## src/rtl/rr_arb4_pkg.sv

```systemverilog
// Shared types and constants for the rr_arb4 four-channel round-robin arbiter.
package rr_arb4_pkg;

  localparam int DATA_WIDTH_DEF = 8;

  typedef logic [1:0] ch_idx_t;

  typedef enum logic {
    ST_EMPTY = 1'b0,
    ST_FULL  = 1'b1
  } state_t;

  // Resetting last_grant to 3 makes channel 0 the first winner.
  localparam ch_idx_t LAST_GRANT_RST = 2'd3;

  function automatic logic [3:0] onehot4(input ch_idx_t idx);
    onehot4 = 4'b0001 << idx;
  endfunction

endpackage

```

## src/rtl/rr_arb4_if.sv

```systemverilog
// Handshake/data bundle between four sources, the arbiter and one sink.
interface rr_arb4_if #(parameter int DATA_WIDTH = rr_arb4_pkg::DATA_WIDTH_DEF);
  import rr_arb4_pkg::*;

  logic [DATA_WIDTH-1:0] d_in0;
  logic [DATA_WIDTH-1:0] d_in1;
  logic [DATA_WIDTH-1:0] d_in2;
  logic [DATA_WIDTH-1:0] d_in3;
  logic [3:0]            vld_in;
  logic [3:0]            rdy_in;
  ch_idx_t               sel;
  logic [DATA_WIDTH-1:0] d_out;
  logic                  vld_out;
  logic                  rdy_out;
  logic [15:0]           xfer_cnt;

  modport master (
    output d_in0, d_in1, d_in2, d_in3, vld_in, rdy_out,
    input  rdy_in, sel, d_out, vld_out, xfer_cnt
  );

  modport slave (
    input  d_in0, d_in1, d_in2, d_in3, vld_in, rdy_out,
    output rdy_in, sel, d_out, vld_out, xfer_cnt
  );

endinterface

```

## src/rtl/rr_pick4.sv

```systemverilog
// Round-robin pick over four requests starting after last_grant.
// With RR_ARB4_PRIO0_EN defined, channel 0 always wins and rotation covers 1-3.
module rr_pick4
  import rr_arb4_pkg::*;
(
  input  logic [3:0] req,
  input  ch_idx_t    last_grant,
  output ch_idx_t    gnt,
  output logic       gnt_vld
);

  logic [3:0] req_rr_s;
  ch_idx_t    cand_s;
  ch_idx_t    pick_s;
  logic       hit_s;

`ifdef RR_ARB4_PRIO0_EN
  assign req_rr_s = {req[3:1], 1'b0};
`else
  assign req_rr_s = req;
`endif

  // Scan last_grant+1 .. last_grant+4 and keep the first requester.
  always_comb begin
    cand_s = last_grant;
    pick_s = last_grant;
    hit_s  = 1'b0;
    for (int k = 1; k <= 4; k++) begin
      cand_s = last_grant + ch_idx_t'(k);
      if (!hit_s && req_rr_s[cand_s]) begin
        hit_s  = 1'b1;
        pick_s = cand_s;
      end else begin
        hit_s  = hit_s;
        pick_s = pick_s;
      end
    end
  end

  // Final grant, with optional strict priority for channel 0.
  always_comb begin
    gnt     = pick_s;
    gnt_vld = hit_s;
`ifdef RR_ARB4_PRIO0_EN
    if (req[0]) begin
      gnt     = 2'd0;
      gnt_vld = 1'b1;
    end else begin
      gnt     = pick_s;
      gnt_vld = hit_s;
    end
`endif
  end

endmodule

```

## src/rtl/rr_arb4.sv

```systemverilog
// Four-channel round-robin arbiter feeding a one-entry registered output slot.
// Optional macro RR_ARB4_PRIO0_EN gives channel 0 strict priority.
module rr_arb4
  import rr_arb4_pkg::*;
#(
  parameter int DATA_WIDTH = DATA_WIDTH_DEF
) (
  input logic      clk,
  input logic      rst_n,
  rr_arb4_if.slave bus
);

  state_t                state_r;
  state_t                state_nxt_s;
  ch_idx_t               last_grant_r;
  logic [DATA_WIDTH-1:0] d_out_r;
  logic [15:0]           xfer_cnt_r;
  ch_idx_t               gnt_s;
  logic                  gnt_vld_s;
  logic                  slot_free_s;
  logic                  accept_s;
  logic [DATA_WIDTH-1:0] d_sel_s;

  rr_pick4 u_pick (
    .req        (bus.vld_in),
    .last_grant (last_grant_r),
    .gnt        (gnt_s),
    .gnt_vld    (gnt_vld_s)
  );

  // Slot is free when empty or being drained this cycle; nothing is granted in reset.
  always_comb begin
    slot_free_s = 1'b0;
    if (rst_n && ((state_r == ST_EMPTY) || bus.rdy_out)) begin
      slot_free_s = 1'b1;
    end else begin
      slot_free_s = 1'b0;
    end
  end

  assign accept_s = slot_free_s && gnt_vld_s;

  // 4:1 data select driven by the grant index.
  always_comb begin
    d_sel_s = bus.d_in0;
    case (gnt_s)
      2'd0:    d_sel_s = bus.d_in0;
      2'd1:    d_sel_s = bus.d_in1;
      2'd2:    d_sel_s = bus.d_in2;
      2'd3:    d_sel_s = bus.d_in3;
      default: d_sel_s = bus.d_in0;
    endcase
  end

  // Next-state logic of the output slot.
  always_comb begin
    state_nxt_s = state_r;
    case (state_r)
      ST_EMPTY: begin
        if (accept_s) begin
          state_nxt_s = ST_FULL;
        end else begin
          state_nxt_s = ST_EMPTY;
        end
      end
      ST_FULL: begin
        if (accept_s) begin
          state_nxt_s = ST_FULL;
        end else if (bus.rdy_out) begin
          state_nxt_s = ST_EMPTY;
        end else begin
          state_nxt_s = ST_FULL;
        end
      end
      default: state_nxt_s = ST_EMPTY;
    endcase
  end

  // Slot state register.
  always_ff @(posedge clk or negedge rst_n) begin
    if (!rst_n) begin
      state_r <= ST_EMPTY;
    end else begin
      state_r <= state_nxt_s;
    end
  end

  // Data, grant history and transfer counter only move on an accept.
  always_ff @(posedge clk or negedge rst_n) begin
    if (!rst_n) begin
      d_out_r      <= {DATA_WIDTH{1'b0}};
      last_grant_r <= LAST_GRANT_RST;
      xfer_cnt_r   <= 16'd0;
    end else if (accept_s) begin
      d_out_r      <= d_sel_s;
      last_grant_r <= gnt_s;
      xfer_cnt_r   <= xfer_cnt_r + 16'd1;
    end else begin
      d_out_r      <= d_out_r;
      last_grant_r <= last_grant_r;
      xfer_cnt_r   <= xfer_cnt_r;
    end
  end

  assign bus.rdy_in   = accept_s ? onehot4(gnt_s) : 4'b0000;
  assign bus.sel      = accept_s ? gnt_s : last_grant_r;
  assign bus.vld_out  = (state_r == ST_FULL);
  assign bus.d_out    = d_out_r;
  assign bus.xfer_cnt = xfer_cnt_r;

endmodule

```

## src/flat_wrapper.sv

```systemverilog
// flat-port wrapper written by rule: the top's interface ports become plain ports
module rr_arb4_flat import rr_arb4_pkg::*;
#(
  parameter int DATA_WIDTH = DATA_WIDTH_DEF
)
  (clk, rst_n, bus_d_in0, bus_d_in1, bus_d_in2, bus_d_in3, bus_vld_in, bus_rdy_out, bus_rdy_in, bus_sel, bus_d_out, bus_vld_out, bus_xfer_cnt);
  rr_arb4_if #(.DATA_WIDTH(DATA_WIDTH)) bus_i ();
  input logic clk;
  input logic rst_n;
  input wire logic [$bits(bus_i.d_in0)-1:0] bus_d_in0;
  input wire logic [$bits(bus_i.d_in1)-1:0] bus_d_in1;
  input wire logic [$bits(bus_i.d_in2)-1:0] bus_d_in2;
  input wire logic [$bits(bus_i.d_in3)-1:0] bus_d_in3;
  input wire logic [$bits(bus_i.vld_in)-1:0] bus_vld_in;
  input wire logic [$bits(bus_i.rdy_out)-1:0] bus_rdy_out;
  output wire logic [$bits(bus_i.rdy_in)-1:0] bus_rdy_in;
  output wire logic [$bits(bus_i.sel)-1:0] bus_sel;
  output wire logic [$bits(bus_i.d_out)-1:0] bus_d_out;
  output wire logic [$bits(bus_i.vld_out)-1:0] bus_vld_out;
  output wire logic [$bits(bus_i.xfer_cnt)-1:0] bus_xfer_cnt;
  assign bus_i.d_in0 = bus_d_in0;
  assign bus_i.d_in1 = bus_d_in1;
  assign bus_i.d_in2 = bus_d_in2;
  assign bus_i.d_in3 = bus_d_in3;
  assign bus_i.vld_in = bus_vld_in;
  assign bus_i.rdy_out = bus_rdy_out;
  assign bus_rdy_in = bus_i.rdy_in;
  assign bus_sel = bus_i.sel;
  assign bus_d_out = bus_i.d_out;
  assign bus_vld_out = bus_i.vld_out;
  assign bus_xfer_cnt = bus_i.xfer_cnt;
  rr_arb4 #(.DATA_WIDTH(DATA_WIDTH)) u_core (.clk(clk), .rst_n(rst_n), .bus(bus_i));
endmodule
```

## config.mk

```make
export PLATFORM = sky130hd
export DESIGN_NAME = rr_arb4_flat
export DESIGN_NICKNAME = d
export VERILOG_FILES = /design/src/rtl/rr_arb4_pkg.sv /design/src/rtl/rr_arb4_if.sv /design/src/rtl/rr_pick4.sv /design/src/rtl/rr_arb4.sv /design/src/flat_wrapper.sv
export SDC_FILE = /design/constraint.sdc
export NUM_CORES = 1
export LEC_CHECK = 0
export BUFFER_PORTS_ARGS = -buffer_cell sky130_fd_sc_hd__buf_2
export CAP_MARGIN = 20
export CELL_PAD_IN_SITES_DETAIL_PLACEMENT = 0
export CELL_PAD_IN_SITES_GLOBAL_PLACEMENT = 1
export CORE_ASPECT_RATIO = 0.5
export CORE_MARGIN = 2
export CORE_UTILIZATION = 30
export CTS_CLUSTER_DIAMETER = 150
export DETAILED_ROUTE_END_ITERATION = 8
export GPL_TIMING_DRIVEN = 1
export PLACE_DENSITY = 0.84
export SLEW_MARGIN = 20
export SYNTH_ARGS = -nofsm -noshare
export SYNTH_HDL_FRONTEND = slang
export SYNTH_SLANG_ARGS = --single-unit
```

## constraint.sdc

```tcl
create_clock -name clk -period 1.9 [get_ports clk]
set_clock_uncertainty 0.05 [all_clocks]
set_input_delay 0.285 -clock clk [delete_from_list [all_inputs] [get_ports clk]]
set_output_delay 0.285 -clock clk [all_outputs]
set_load 0.01 [all_outputs]
```

==> flow_metrics.tcl, run 1 <==
set metrics [dict create \
    critical_path.max_fanout 6 \
    post_drt_via_cell_ratio 4.76 \
    gp_congestion 0.914 \
    cts_buffer_depth 2 \
    place_ws_ns -0.0840 \
    io_buffers 69 \
    diodes 0 \
    cpMaxStageDelayCell "dfstp_2" \
    grt_max_degree 28 \
    synthCells 148 \
    instances_no_fill 316 \
    cp_slowest_stage_delay_ns 0.59 \
    timing.final.ws_setup_ns -0.261 \
    hold_viol_final 0 \
    core_um2 4860 \
    min_period_ns 2.16 \
    cts_sinks 27 \
    synthesis.area_um2 1500 \
    row_count 18 \
    grt_usage_pct 15.1 \
    setup_viol 10 \
    async_flop_share_pct 100 \
    syn_area_per_cell_um2 10.1 \
    syn_to_final_growth_pct 60.3 \
    initial_utilization_pct 30.8 \
    dr.first_iter.drc_count 50 \
    die-height_um 54.0 \
    fin_crit_sh_pct 114 \
    yosysTopAreaCell "dfrtp_1" \
    hold_path.class "in -> async" \
    cp-end-kind "output port" \
    status "finished with violations" \
    clk_pin_slew_ns 0.10 \
    synth.area.top_cells "dfrtp_1 42%, xnor2_1 7.0%, and3_1 5.4%, nand2_1 5.3%, o221ai_1 4.7%" \
    synth_top_flop_cell "dfrtp_1" \
    vias 1505 \
    path_buf_inv 4 \
    tritoncts "done" \
    die_w_um 104 \
    cts-root-buf "clkbuf_8" \
    synthTopCellsByCount "25 x dfrtp_1, 21 x nand2_1, 13 x and3_1, 12 x xnor2_1" \
    start_kind "register" \
    first_pass_iters 4 \
    p_leak_nw 1.16 \
    worst_path_most_repeated_cell "buf_6" \
    rsz0062_at_grt "yes" \
    final_area_um2 2400 \
    final_antenna_net_count 0 \
    final_core_util_pct 49.4 \
    final_nets 287 \
    irDropWorstVdd_uv 496 \
    drc 0 \
    fmax_mhz 463 \
    overflow 0 \
    violations "negative setup slack" \
    place_area_um2 1990 \
    numCtsBuffers 3 \
    ioPinCount 70 \
    worst_slew_pin_slew_ns 0.360 \
    ys_seq_elements 27 \
    grt_pass1_vias 1338 \
    yosysSeqAreaShare_pct 45.3 \
    synth_cell_types 36 \
    wl_um 4630 \
    wire_per_inst_um 14.6 \
    critPathKind "reg -> out" \
    h-tree-depth 1 \
    synth.top_cell.area_share_pct 41.8 \
    crit_chain "buf_6, inv_2, o311a_4, buf_6, nor3_2, buf_2" \
    worst-endpoint-required_ns 1.56 \
    tns_ns -1.37 \
    fillerInstances 465 \
    relSlewSlack_pct 76.0 \
    syn_nets 188 \
    dieArea_um2 5610 \
    grt_pass1_wl_um 6580 \
    maxSlewViolCount 0 \
    dp_hpwl_um 3110 \
    placed_cells 296 \
    yosysWarnings 0 \
    cp_top_family "flip-flops" \
    arrival_ns 1.83 \
    synth.most_common_cell "dfrtp_1" \
    p_per_area_nw_per_um2 1240 \
    antenna_found_initial 0 \
    maxCapViolCount 0 \
    clk_latency_ns 0.27 \
    synth_edf_count 0 \
    final_layout_size_suffix_gt1_share_pct 57.3 \
]
-- layer usage --
metal,up-vias,track usage [%],share of wire (%)
li1,735,-,-
met1,727,19.1,43
met2,32,26.1,51
met3,11,4.24,3.9
met4,0,4.28,1.7
met5,-,0,0
-- cell type report --
class | count | area (um2) | area share, %
clock buffer | 3 | 41.3 | 1.72
clock inverter | 1 | 7.51 | 0.313
inverter | 3 | 11.3 | 0.469
multi-input combinational | 113 | 960 | 40.0
sequential | 27 | 678 | 28.2
tap | 70 | 87.6 | 3.65
timing repair buffer | 99 | 616 | 25.6
-- per-stage QoR --
stage,hold WS [ns],total power [W]
after floorplan,-0.0606,0.00154
after global placement,0.346,0.00195
after detailed placement,0.345,0.00198
after CTS,0.0411,0.00258
after global routing,0.0410,0.00317
final,0.0267,0.00298
-- cell families (layout without fill, tap and decap cells) --
family / Yosys count / after routing / synth area share [%]
AO/OA/AOI/OAI: 35 / 35 / 17.5
buffers and inverters: 8 / 106 / 4.01
adder cells (fa/ha/maj): 1 / 1 / 0.835
flip-flops: 27 / 27 / 45.3
XOR/XNOR: 15 / 15 / 8.77
AND/OR/NAND/NOR: 62 / 62 / 23.6
-- flip-flops by register name (all words and copies together), names as in the netlist --
register / cells
u_core.bus.vld_out: 1
u_core.bus.d_out: 8
u_core.bus.xfer_cnt: 16
u_core.last_grant_r: 2
-- layout by cell type, fill, tap and decap left out, drive strengths merged, types with 5 or more instances in the layout --
cell type,n
buf,99
xnor2,12
o21ai,12
o221ai,8
nor3,5
dfrtp,25
nand2,22
nor2b,5
a211oi,8
and3,15
-- final timing paths --
path,slack (ns),depth (start not counted),end,start
min reg2reg,0.42,1,u_core.bus.xfer_cnt[15],u_core.bus.xfer_cnt[15]
min,0.03,2,u_core.bus.xfer_cnt[3],rst_n
max in group asynchronous,1.47,2,u_core.last_grant_r[1],rst_n
max,-0.26,6,bus_rdy_in[3],u_core.last_grant_r[0]
max reg2reg,-0.02,8,u_core.bus.d_out[1],u_core.last_grant_r[0]
min in group clk,0.25,3,u_core.bus.d_out[5],bus_d_in3[5]
-- what timing repair did --
item / in CTS / in global routing
setup endpoints to repair: 8 / 18
resized for setup: 21 / 28
setup buffers: 9 / 9
hold buffers: 0 / 0
pin swaps: 5 / 17
-- report_power, final --
group          internal [W]  switching (W)  leakage [nW]
clock network      0.000149       0.000191        0.0217
registers          0.000748       0.000160         0.341
logic              0.000879       0.000854         0.792
total               0.00178        0.00120          1.16
No activity file was read; power rests on OpenSTA's default activity.
==> run 2, diff against run 1 <==
--- a/constraint.sdc
+++ b/constraint.sdc
@@ -4,2 +4,2 @@
 set_output_delay 0.285 -clock clk [all_outputs]
-set_load 0.01 [all_outputs]
+set_load 0.02 [all_outputs]
==> flow_metrics.tcl, run 2 (synthesis results as in run 1) <==
set metrics [dict create \
    io_buffers 69 \
    diodes 0 \
    setup_viol 8 \
    placed_cells 295 \
    critical_path.max_fanout 5 \
    cp-end-kind "output port" \
    critPathKind "reg -> out" \
    cpMaxStageDelayCell "dfstp_2" \
    wire_per_inst_um 13.8 \
    irDropWorstVdd_uv 414 \
    min_period_ns 2.12 \
    cts_sinks 27 \
    final_antenna_net_count 0 \
    hold_path.class "in -> reg" \
    violations "negative setup slack" \
    crit_chain "nor2b_4, or3_4, and2_4, and3_4, buf_6" \
    core_um2 4860 \
    cts_buffer_depth 2 \
    final_nets 280 \
    grt_max_degree 28 \
    syn_to_final_growth_pct 52.6 \
    initial_utilization_pct 30.8 \
    fin_crit_sh_pct 112 \
    grt_pass1_vias 1343 \
    worst_slew_pin_slew_ns 0.430 \
    vias 1466 \
    status "finished with violations" \
    dp_hpwl_um 3190 \
    maxCapViolCount 0 \
    grt_usage_pct 14.5 \
    tns_ns -0.975 \
    worst-endpoint-required_ns 1.56 \
    final_common_cell "buf_2" \
    instances_no_fill 309 \
    fmax_mhz 472 \
    rsz0062_at_grt "yes" \
    numCtsBuffers 3 \
    h-tree-depth 1 \
    maxSlewViolCount 0 \
    p_leak_nw 1.10 \
    p_per_area_nw_per_um2 1270 \
    tritoncts "done" \
    final_area_um2 2290 \
    first_pass_iters 6 \
    gp_congestion 0.922 \
    timing.final.ws_setup_ns -0.220 \
    largest_reg_flops 16 \
    start_kind "register" \
    cts-root-buf "clkbuf_8" \
    fin_hold_ws_ns 0.239 \
    wl_um 4270 \
    antenna_found_initial 0 \
    final_cell_mix "64 x buf_2, 25 x dfrtp_1, 22 x buf_4, 21 x nand2_1, 12 x xnor2_1" \
    cp_slowest_stage_delay_ns 0.58 \
    arrival_ns 1.78 \
    die-height_um 54.0 \
    clk_pin_slew_ns 0.09 \
    dr.first_iter.drc_count 68 \
    grt_pass1_wl_um 6350 \
    place_ws_ns -0.0121 \
    overflow 0 \
    dieArea_um2 5610 \
    die_w_um 104 \
    drc 0 \
    clk_latency_ns 0.27 \
    final_layout_size_suffix_gt1_share_pct 53.1 \
    relSlewSlack_pct 71.4 \
    row_count 18 \
    ioPinCount 70 \
    hold_viol_final 0 \
    place_area_um2 1990 \
    post_drt_via_cell_ratio 4.74 \
]
## run 2: final timing paths
path                                          from                 endpoint  slack [ns]  cells past startpoint
max                         u_core.last_grant_r[0]            bus_rdy_in[0]       -0.22                      5
min                                   bus_d_in3[4]      u_core.bus.d_out[4]        0.24                      3
max reg2reg                 u_core.last_grant_r[0]      u_core.bus.d_out[3]           0                      7
min reg2reg                u_core.bus.xfer_cnt[15]  u_core.bus.xfer_cnt[15]        0.43                      1
max in group asynchronous                    rst_n   u_core.last_grant_r[0]        0.95                      3
min in group asynchronous                    rst_n   u_core.bus.xfer_cnt[3]        0.54                      3
## run 2: per-stage QoR
step           power [W]  utilization [%]
2_1_floorplan    0.00168                -
3_3_place_gp     0.00211             40.9
3_5_place_dp     0.00214             40.9
4_1_cts          0.00279             46.0
5_1_grt          0.00308             47.0
6_report         0.00290             47.0
## run 2: area by class of cell
type	count	area [um2]
clock buffers	3	41.3
clock inverters	1	7.51
fillers	467	2580
inverters	3	11.3
multi-input cells	113	908
flip-flops and latches	27	678
well taps	70	87.6
repair buffers	92	552
## run 2: worst max-delay path, delay by kind of cell, from the launching register on
family	cells	cell delay [ns]
buf+inv	1	0.12
flops	1	0.58
simple gates	4	0.81
## run 2: power breakdown
part           switching (W)  internal, W
combinational       0.000911     0.000750
sequential          0.000156     0.000748
clock               0.000186     0.000149
## run 2: timing repair
item                                    in CTS  in global routing
buffers inserted                             9                  0
endpoints found under the hold margin       16                  0
endpoints found under the setup margin       6                 18
cloned                                       0                  0
hold buffers                                 1                  0
pin swaps                                   17                  8
gates resized for setup                     30                  8
## run 2: per-layer routing
layer,up-vias,global-route usage (%),part of all wire [%]
met1,696,18.5,45
met5,-,0,0
met4,0,3.15,0.91
met3,4,3.75,4.1
met2,44,25.4,50
li1,722,-,-
==> run 3, diff against run 2 <==
==> constraint.sdc (replaced) <==
create_clock -name clk -period 1.9 [get_ports clk]
set_clock_uncertainty 0.05 [all_clocks]
set_input_delay 0.095 -clock clk [delete_from_list [all_inputs] [get_ports clk]]
set_output_delay 0.095 -clock clk [all_outputs]
set_load 0.02 [all_outputs]
==> flow_metrics.tcl, run 3 (synthesis results as in run 1) <==
set metrics [dict create \
    final_cell_mix "63 x buf_2, 25 x dfrtp_1, 21 x nand2_1, 13 x buf_4, 12 x xnor2_1" \
    final_nets 269 \
    hold_path.class "in -> reg" \
    grt_usage_pct 13.7 \
    p_per_area_nw_per_um2 1250 \
    dieArea_um2 5610 \
    ioPinCount 70 \
    critPathKind "reg -> out" \
    final_antenna_net_count 0 \
    timing.final.ws_setup_ns -0.116 \
    antenna_found_initial 0 \
    maxCapViolCount 0 \
    min_period_ns 2.02 \
    multiInputGateArea_um2 897 \
    first_pass_iters 4 \
    maxSlewViolCount 0 \
    fmax_mhz 496 \
    overflow 0 \
    r2r_slack_ns -0.02 \
    vias 1433 \
    path_buf_inv 1 \
    row_count 18 \
    tns_ns -0.396 \
    rsz0062_at_grt "yes" \
    crit_chain "nor2b_2, or3_4, and2_4, and3_4, buf_6" \
    critical_path.max_fanout 6 \
    final_layout_size_suffix_gt1_share_pct 50.4 \
    numCtsBuffers 3 \
    wire_per_inst_um 14.2 \
    cts-root-buf "clkbuf_8" \
    h-tree-depth 1 \
    violations "negative setup slack" \
    irDropWorstVdd_uv 417 \
    final_area_um2 2190 \
    clk_latency_ns 0.28 \
    status "finished with violations" \
    cp-end-kind "output port" \
    placed_cells 286 \
    post_drt_via_cell_ratio 4.81 \
    dr.first_iter.drc_count 61 \
    tritoncts "done" \
    instances_no_fill 298 \
    diodes 0 \
    start_kind "register" \
    clk_pin_slew_ns 0.10 \
    cpMaxStageDelayCell "dfstp_2" \
    setup_viol 6 \
    cp_top_family "simple AND/OR/NAND/NOR gates" \
    arrival_ns 1.87 \
    fin_crit_sh_pct 106 \
    grt_max_degree 28 \
    dp_hpwl_um 3080 \
    p_leak_nw 1.05 \
    largest_reg_flops 16 \
    drc 0 \
    die-height_um 54.0 \
    place_area_um2 1910 \
    final_common_cell "buf_2" \
    relSlewSlack_pct 63.5 \
    syn_to_final_growth_pct 46.3 \
    grt_pass1_wl_um 6070 \
    fillerInstances 477 \
    cp_slowest_stage_delay_ns 0.61 \
    cts_buffer_depth 2 \
    area.sequential_um2 678 \
    wl_um 4230 \
    gp_congestion 0.771 \
    hold_viol_final 0 \
    initial_utilization_pct 30.8 \
    die_w_um 104 \
    core_um2 4860 \
    final_core_util_pct 45.0 \
    cts_sinks 27 \
    grt_pass1_vias 1298 \
    io_buffers 69 \
    worst_slew_pin_slew_ns 0.546 \
    worst-endpoint-required_ns 1.75 \
]
[run 3: cell count changes in the layout (fill, tap and decap cells not counted), sizes merged]
cell | before | now
buf | 91 | 80
[run 3: tightest hold or removal path, stage by stage]
cell	delay, ns
buf_2	0.09
a211oi_2	0.05
o21ai_1	0.10
[run 3: repair_timing]
item	in CTS	in global routing
hold endpoints to repair	25	0
pin swaps	4	17
setup endpoints to repair	6	18
setup buffers	5	2
hold buffers	1	0
resized for setup	12	25
[run 3: final timing paths]
path / startpoint / end / depth (start not counted)
min in group asynchronous: rst_n / u_core.bus.d_out[0] / 3
worst min-delay path: bus_d_in3[1] / u_core.bus.d_out[1] / 3
worst max-delay path: u_core.last_grant_r[0] / bus_rdy_in[0] / 5
max in group asynchronous: rst_n / u_core.last_grant_r[0] / 3
worst min register to register: u_core.bus.xfer_cnt[15] / u_core.bus.xfer_cnt[15] / 1
worst max register to register: u_core.last_grant_r[0] / u_core.bus.d_out[3] / 6
[run 3: power by group]
group,internal [W],leakage [nW],switching [W]
registers,0.000748,0.341,0.000169
clock network,0.000149,0.0217,0.000192
logic,0.000639,0.688,0.000830
[run 3: per-stage QoR]
stage,power (W),worst slack [ns],hold WS (ns)
after CTS,0.00251,-0.0908,0.0457
final,0.00273,-0.116,0.0442
after floorplan,0.00167,-0.00852,-0.251
after detailed placement,0.00202,0.0154,0.144
after global placement,0.00201,0.0382,0.143
after global routing,0.00289,-0.164,0.0500
[run 3: layout make-up]
type,count,area share [%]
timing repair buffer,81,21.4
clock buffer,3,1.88
inverter,3,0.514
clock inverter,1,0.343
multi-input combinational,113,40.9
sequential,27,31.0
tap,70,4.00
[run 3: per-layer routing]
metal,GRT usage (%),vias up,wire length (um),part of all wire [%]
li1,-,703,-,-
met1,17.1,684,1900,45
met2,24.2,41,2080,49
met3,3.27,5,218,5.2
met4,4.50,0,31,0.73
met5,0,-,0,0
